### src/rtl/pipeline_pkg.sv
// Shared types and constants for the pipeline hazard scheduler.
// Imported by the operand comparator and by the scheduler top.
package pipeline_pkg;

    typedef enum logic [1:0] {
        RUN        = 2'd0,
        LOAD_STALL = 2'd1,
        MEM_WAIT   = 2'd2,
        FLUSH      = 2'd3
    } hz_state_e;

    localparam logic [3:0] REG_PC = 4'd15;

    // The PC operand is always forwarded from fetch, so it never creates a load-use conflict.
    function automatic logic reg_conflict(input logic [3:0] src, input logic [3:0] dst);
        return (src == dst) && (src != REG_PC);
    endfunction

endpackage

### src/rtl/hazard_detect.sv
// Load-use detector: flags an execute-stage operand that needs the result
// of a load still sitting in the memory stage.
module hazard_detect
    import pipeline_pkg::*;
(
    input  logic [3:0] ex_rn,
    input  logic [3:0] ex_rs,
    input  logic [3:0] ex_rm,
    input  logic [2:0] ex_use,
    input  logic       mem_valid,
    input  logic       mem_is_load,
    input  logic [3:0] mem_rd,
    output logic       hazard
);

    logic rn_hit;
    logic rs_hit;
    logic rm_hit;

    // ex_use is packed {rm, rs, rn}.
    assign rn_hit = ex_use[0] & reg_conflict(ex_rn, mem_rd);
    assign rs_hit = ex_use[1] & reg_conflict(ex_rs, mem_rd);
    assign rm_hit = ex_use[2] & reg_conflict(ex_rm, mem_rd);

    assign hazard = mem_valid & mem_is_load & (rn_hit | rs_hit | rm_hit);

endmodule

### src/rtl/hazard_ctrl.sv
// Pipeline hazard scheduler: memory-wait holds, branch flushes and load-use
// bubbles, with Mealy outputs and a saturating stall-cycle counter.
module hazard_ctrl
    import pipeline_pkg::*;
#(
    parameter int FLUSH_CYCLES = 2,
    parameter int CNT_W        = 16
) (
    input  logic             clk,
    input  logic             rst,
    input  logic [3:0]       ex_rn,
    input  logic [3:0]       ex_rs,
    input  logic [3:0]       ex_rm,
    input  logic [2:0]       ex_use,
    input  logic             mem_valid,
    input  logic             mem_is_load,
    input  logic [3:0]       mem_rd,
    input  logic             mem_req,
    input  logic             mem_ready,
    input  logic             br_taken,
    output logic             stall_if,
    output logic             stall_id,
    output logic             stall_ex,
    output logic             stall_mem,
    output logic             bubble_mem,
    output logic             flush,
    output logic [CNT_W-1:0] stall_cnt
);

    localparam int FC_W = (FLUSH_CYCLES > 1) ? $clog2(FLUSH_CYCLES) : 1;
    localparam logic [FC_W-1:0] FC_LOAD = FC_W'(FLUSH_CYCLES - 1);
    localparam hz_state_e BR_NEXT = (FLUSH_CYCLES == 1) ? RUN : FLUSH;

    hz_state_e        state_q;
    hz_state_e        state_d;
    logic [FC_W-1:0]  fcnt_q;
    logic [FC_W-1:0]  fcnt_d;
    logic [CNT_W-1:0] scnt_q;

    logic hazard;
    logic mem_wait;
    logic stall_all;
    logic load_stall;
    logic flush_c;
    logic any_stall;

    hazard_detect u_detect (
        .ex_rn       (ex_rn),
        .ex_rs       (ex_rs),
        .ex_rm       (ex_rm),
        .ex_use      (ex_use),
        .mem_valid   (mem_valid),
        .mem_is_load (mem_is_load),
        .mem_rd      (mem_rd),
        .hazard      (hazard)
    );

    assign mem_wait = mem_req & ~mem_ready;

    // NOTE: every signal driven here gets a default first, so no path can infer a latch.
    always_comb begin
        state_d    = state_q;
        fcnt_d     = fcnt_q;
        stall_all  = 1'b0;
        load_stall = 1'b0;
        flush_c    = 1'b0;

        unique case (state_q)
            RUN, LOAD_STALL: begin
                if (mem_wait) begin
                    stall_all = 1'b1;
                    state_d   = MEM_WAIT;
                end else if (br_taken) begin
                    flush_c = 1'b1;
                    fcnt_d  = FC_LOAD;
                    state_d = BR_NEXT;
                end else if (hazard && state_q == RUN) begin
                    load_stall = 1'b1;
                    state_d    = LOAD_STALL;
                end else begin
                    state_d = RUN;
                end
            end

            MEM_WAIT: begin
                // Execute is frozen while waiting, so a held br_taken is only acted on at ready.
                if (mem_wait) begin
                    stall_all = 1'b1;
                end else if (br_taken) begin
                    flush_c = 1'b1;
                    fcnt_d  = FC_LOAD;
                    state_d = BR_NEXT;
                end else begin
                    state_d = RUN;
                end
            end

            FLUSH: begin
                flush_c = 1'b1;
                if (mem_wait) begin
                    stall_all = 1'b1;
                end else if (br_taken) begin
                    fcnt_d  = FC_LOAD;
                    state_d = BR_NEXT;
                end else begin
                    // The branch cycle itself already flushed once, so leave when the count expires.
                    fcnt_d = fcnt_q - FC_W'(1);
                    if (fcnt_d == '0) begin
                        state_d = RUN;
                    end
                end
            end

            default: begin
                state_d = RUN;
                fcnt_d  = '0;
            end
        endcase
    end

    assign stall_if   = ~rst & (stall_all | load_stall);
    assign stall_id   = ~rst & (stall_all | load_stall);
    assign stall_ex   = ~rst & (stall_all | load_stall);
    assign stall_mem  = ~rst & stall_all;
    assign bubble_mem = ~rst & load_stall;
    assign flush      = ~rst & flush_c;
    assign stall_cnt  = rst ? '0 : scnt_q;

    assign any_stall = stall_if | stall_mem;

    // NOTE: sequential state uses non-blocking assignments so all registers update together.
    always_ff @(posedge clk) begin
        if (rst) begin
            state_q <= RUN;
            fcnt_q  <= '0;
            scnt_q  <= '0;
        end else begin
            state_q <= state_d;
            fcnt_q  <= fcnt_d;
            if (any_stall && scnt_q != '1) begin
                scnt_q <= scnt_q + CNT_W'(1);
            end
        end
    end

endmodule

### config.mk
export PLATFORM = sky130hd
export DESIGN_NAME = hazard_ctrl
export DESIGN_NICKNAME = d
export VERILOG_FILES = /design/src/rtl/pipeline_pkg.sv /design/src/rtl/hazard_detect.sv /design/src/rtl/hazard_ctrl.sv
export SDC_FILE = /design/constraint.sdc
export NUM_CORES = 1
export LEC_CHECK = 0
export CAP_MARGIN = 20
export CORE_ASPECT_RATIO = 0.5
export CORE_UTILIZATION = 42
export CTS_CLUSTER_DIAMETER = 60
export CTS_CLUSTER_SIZE = 30
export DETAILED_ROUTE_END_ITERATION = 12
export HOLD_SLACK_MARGIN = 0.02
export PLACE_DENSITY = 0.74
export SKIP_LAST_GASP = 1
export SLEW_MARGIN = 10
export SYNTH_ARGS = -nofsm -noshare
export SYNTH_HDL_FRONTEND = slang
export SYNTH_SLANG_ARGS = --single-unit
### constraint.sdc
create_clock -name clk -period 4.66 [get_ports clk]
set_input_delay 0.932 -clock clk [delete_from_list [all_inputs] [get_ports clk]]
set_output_delay 0.932 -clock clk [all_outputs]
set_load 0.03 [all_outputs]
-- Word level (Yosys, flattened, before mapping)
Index checks and enable logic that the tools add are counted.
Widths: inputs -> output; s select.
- bits in registers: 19
- input bits: 26
- output and inout bits: 22
- word-level logic and storage cells: 71
- add/sub/neg operators: 2
- equality and inequality tests: 15
- multiplexer cells: 24
- bitwise logic cells: 16
- reduce and logical (&&, ||, !) cells: 11
- operators by type and width (kind ; count):
    $add 16x1->16 const B ; 1
    $mux 16 ; 1
    $ne 16x16->1 const B ; 1
    $mux 2 ; 7
    $mux 1 ; 13
    $eq 4x4->1 ; 3
    $ne 4x4->1 const B ; 3
    $and 1x1->1 ; 10
    $ne 2x2->1 const B ; 3
    $pmux 2 s3 ; 1
    $reduce_and 3->1 ; 2
    $logic_and 1x1->1 ; 5
    $eq 2x2->1 const B ; 2
    $or 1x1->1 ; 4
    $pmux 1 s2 ; 2
    $reduce_or 4->1 ; 1
    $ne 3x3->1 const B ; 1
    $reduce_or 3->1 ; 1
    $eq 2x1->1 const B ; 1
    $logic_not 2->1 ; 1
    $ne 2x1->1 const B ; 1
    $not 1->1 ; 2
    $reduce_or 2->1 ; 1
    $sub 1x1->1 const B ; 1

-- Logic depth before layout (Yosys ltp)
- depth after elaboration: 15
- depth in mapped cells: 9

-- By module
From an unflattened synthesis, not the netlist that was laid out.
- cells, all modules: 167
- area, all modules: 1398.8 um2
- by module, submodules not included (module ; instances ; cells an instance ; area an instance (um2) ; sequential area each (um2)):
    hazard_ctrl ; 1 ; 141 ; 1228.7 ; 380.4
    hazard_detect ; 1 ; 26 ; 170.2 ; 0.0

-- Worst setup path after synthesis
No wires, ideal clock.
- kind: input -> output
- from: input mem_rd[2]
- to: output bubble_mem
- data arrival time: 2.409 ns
- data required time: 3.728 ns
- setup slack: 1.319 ns
- stages: 5
- path buffers: 0
- path through: xnor2_1 -> nand4_1 -> o22ai_1 -> o21ai_0 -> nor4_1
- cells in the longest elaborated chain, start to end: 12
- ends and longest elaborated chain (item ; line ; source):
    start, declared ; hazard_ctrl.sv:17 ; input logic [3:0] mem_rd,
    $eq 4x4->1 ; pipeline_pkg.sv:16 ; return (src == dst) && (src != REG_PC);
    $logic_and 1x1->1 ; pipeline_pkg.sv:16 ;
    $and 1x1->1 (on tied branches) ; hazard_detect.sv:21, hazard_detect.sv:22 ;
    $or 1x1->1 ; hazard_detect.sv:25 ; assign hazard = mem_valid & mem_is_load & (rn_hit | rs_hit | rm_hit);
    $or 1x1->1 * ; hazard_detect.sv:25 ;
    $and 1x1->1 * ; hazard_detect.sv:25 ;
    $logic_and 1x1->1 * ; hazard_ctrl.sv:77 ; end else if (hazard && state_q == RUN) begin
    $mux 1 * ; hazard_ctrl.sv:77 ;
    $mux 1 * ; hazard_ctrl.sv:73 ; end else if (br_taken) begin
    $mux 1 * ; hazard_ctrl.sv:70 ; if (mem_wait) begin
    $mux 1 * ; hazard_ctrl.sv:68 ; unique case (state_q)
    $and 1x1->1 * ; hazard_ctrl.sv:125 ; assign bubble_mem = ~rst & load_stall;
    end, declared ; hazard_ctrl.sv:25 ; output logic bubble_mem,
Mark *: on every way between the ends. The rest lies on a longest branch, timed or not.

-- Worst setup path in the final report
- from: input mem_rd[3]
- to: output bubble_mem
The elaborated chain is that of the path after synthesis.

==> key figures <==
Place
  • Port-buffer cells: 47
  • Routability cong.: approximately 0.78
  • DP HPWL: ~2400 um
  • Setup Slack @ Placement: around 0.60 ns

Timing
  • Final Critical Period: roughly 4.0 ns
  • Clk_skew: about 0.003 ns
  • Period utilization: 86.6%
  • Final hold viol count: 0
  • Actual slew at the worst max-slew pin: between 0.5 and 0.6 ns
  • Final hold slack: 0.506 ns
  • Fmax: between 0.2 and 0.25 GHz
  • RSZ-0062 raised after global routing: no
  • Final Max Tran Viols: 0
  • Setup violators final: 0
  • Post-Route Setup TNS: 0 ns
  • Slew headroom: between 60% and 70%
  • Worst Setup Slack, final: 0.626 ns

Clock tree
  • Post-CTS setup buffers: 0
  • Cts hold-fix bufs: 0
  • Worst skew pair latency: between 0.2 and 0.3 ns
  • TritonCTS clock tree: done
  • CTS H-Tree Depth: 1
  • Reg clk slew, reported paths: ~0.070 ns
  • CTS sink cnt: 19
  • CTS resizes: 0
  • CTS buffer count: 3
  • Root Buffer: clkbuf_8
  • Max Root-Sink Buffers: 2

Route
  • Vias: approximately 1.4k
  • Final wirelength: 3270 um
  • Average wire per standard cell: roughly 13 um
  • ANT nets after route: 0
  • First-pass DRT Iterations: 4
  • DRC Markers: 0
  • Vias/cell: about 5.4
  • Starting DRT DRC Count: 56

Global route
  • Largest net degree at the start of global routing: 36
  • All-Layer GR Usage: 20.1%
  • First-pass GRT wire length: 5350 um
  • Antenna violations before repair: 0
  • Vias in the first global route: approximately 1.2k
  • Gr ovfl total: 0

Logic synthesis
  • Synth Cell Area: between 1000 and 1500 sq um
  • Synth Instances: 171
  • Top cells by instance count after synthesis: 19 x dfxtp_1, 17 x nor2_1, 14 x a21oi_1
  • Most common cell in the netlist: dfxtp_1
  • Post-synth EDFFs: 0
  • Synth area leaders: dfxtp_1 29%, nor2b_1 6.2%, xnor2_1 6.0%
  • Avg Cell Area, Syn: about 7.6 sq um
  • Synth area leader: dfxtp_1
  • Warnings, synthesis: 0
  • Main synth FF type: dfxtp_1
  • Asr flop ratio synth: 0%
  • Synthesis-stage register bit count: 19
  • Sequential element share of the synthesized area: between 20 and 30%
  • Syn nets: 198
  • Distinct cells, synth: 40
  • Top cell type's share of synthesized area: 29.1%

Floorplan
  • Die Wd: about 81 um
  • Die ar.: between 3000 and 4000 sq um
  • DIE HEIGHT: 41.4 um
  • Starting Density: between 40% and 50%
  • CORE AREA: between 2000 and 3000 sq um
  • Ports: 48
  • # rows: 13

Cells and area
  • Post-layout nets: 243
  • Ratio of cells with drive above 1 in the final layout: under 10%
  • Fillers: approximately 270
  • ANT cells: 0
  • Layout area overhead: 39.6%

Worst setup path
  • Worst r2r dst: scnt_q[5]$_SDFFE_PP0P_
  • CP endpoint: bubble_mem
  • Critical Path Start Type: input pin
  • Largest fanout on the critical path: 5
  • R2R depth: 7
  • FF-to-FF Start: state_q[1]$_SDFFE_PP0P_
  • Worst EP required: ~3.7 ns
  • Crit path launch: mem_rd[3]
  • Flop2flop setup slack: ~2.5 ns
  • Crit. End Element: output pin
  • WP data arrival: roughly 3.1 ns
  • CP Class: input pin to output pin

Power
  • LEAKAGE: just over 0.6 nW
  • Design Power: around 360 uW
  • Worst IR Drop VDD: 0.000128 V
  • Pwr dens: just under 200 nW/um^2

Run status
  • Status: finished clean

Job
  • Max-cap violations: 0

Hold path
  • Hold Crit Class: flop to flop
==> registers in the layout (all words and copies together), names as in the netlist <==
signal   flops
scnt_q      16
fcnt_q       1
state_q      2
==> cell type report <==
| cell class | count | area (sq um) | share of cell area, % |
|---|---|---|---|
| clock inverters | 1 | 5.00 | 0.275 |
| multi-input cells | 138 | 846 | 46.4 |
| clock buffers | 3 | 41.3 | 2.26 |
| inverters | 5 | 18.8 | 1.03 |
| flip-flops and latches | 19 | 380 | 20.9 |
| repair buffers | 49 | 485 | 26.6 |
| well taps | 37 | 46.3 | 2.54 |
==> critical path, stage by stage <==
cell             delay [ns]
clkdlybuf4s50_1        0.56
xnor2_1                0.14
nand4_1                0.14
o22ai_1                0.17
o21ai_0                0.22
nor4_1                 0.23
clkdlybuf4s50_1        0.71
==> power by group <==
part	leakage [nW]	total (mW)	internal (mW)	switching, mW
Sequential	0.154	0.168	0.166	0.00281
Combinational	0.428	0.0697	0.0376	0.0321
Clock	0.0255	0.117	0.0596	0.0578
==> placed cells by master (no fill, tap or decap) <==
master and instances:
or3_1 4, buf_4 2, a221oi_1 2, mux2i_1 1, o2111a_1 1, ha_1 1, and3_1 3, o22ai_1 1
and4_1 2, clkinv_2 1, inv_1 4, clkinv_1 1, nand2b_1 1, nor3_1 6, a21oi_1 14, a41oi_1 1
and4bb_1 1, o211ai_1 2, or3_2 5, xnor2_1 9, and2_1 4, nor4_1 2, o32a_1 1, dfxtp_1 19
o21a_1 1, clkdlybuf4s50_1 47, nand4_1 6, o22a_1 1, or4_1 1, mux2_2 4, o21ai_0 10, and4b_1 1
nor2b_1 13, nor2_1 17, o31ai_1 2, clkbuf_8 3, nand2_1 9, nand3_1 12
==> metrics by stage <==
stage | std cells | utilization (%) | instance area [sq um]
final | 252 | 65.9 | 1820
after detailed placement | 248 | 64.3 | 1780
after global placement | 248 | 64.3 | 1780
after CTS | 252 | 65.9 | 1820
after floorplan | 171 | - | 1310
after global routing | 252 | 65.9 | 1820
==> how the worst min path moves through the flow <==
stage | start | to | slack, ns | cells after the start
2_1_floorplan | scnt_q[4]$_SDFFE_PP0P_ | scnt_q[4]$_SDFFE_PP0P_ | 0.46 | 1
3_3_place_gp | scnt_q[4]$_SDFFE_PP0P_ | scnt_q[4]$_SDFFE_PP0P_ | 0.48 | 1
3_5_place_dp | scnt_q[4]$_SDFFE_PP0P_ | scnt_q[4]$_SDFFE_PP0P_ | 0.49 | 1
4_1_cts | scnt_q[4]$_SDFFE_PP0P_ | scnt_q[4]$_SDFFE_PP0P_ | 0.50 | 1
5_1_grt | scnt_q[4]$_SDFFE_PP0P_ | scnt_q[4]$_SDFFE_PP0P_ | 0.53 | 1
6_report | scnt_q[4]$_SDFFE_PP0P_ | scnt_q[4]$_SDFFE_PP0P_ | 0.51 | 1
==> cells by family after synthesis <==
kind of cell	synth area share, %
AOI/OAI and AO/OA	16.9
adders and majority gates	0.958
and+or+nand+nor	36.7
buffers and inverters	6.13
DFF	29.1
muxes	4.21
xor gates and xnor gates	6.03
==> layer usage <==
metal  GRT usage, %  vias to the layer above  share of wire [%]
met5              0                        -                  0
met4           4.29                        0               0.46
met3           5.49                        3                7.8
met2           30.4                       45                 42
met1           28.5                      608                 50
li1               -                      710                  -
Power figures use the tool's default switching activity.
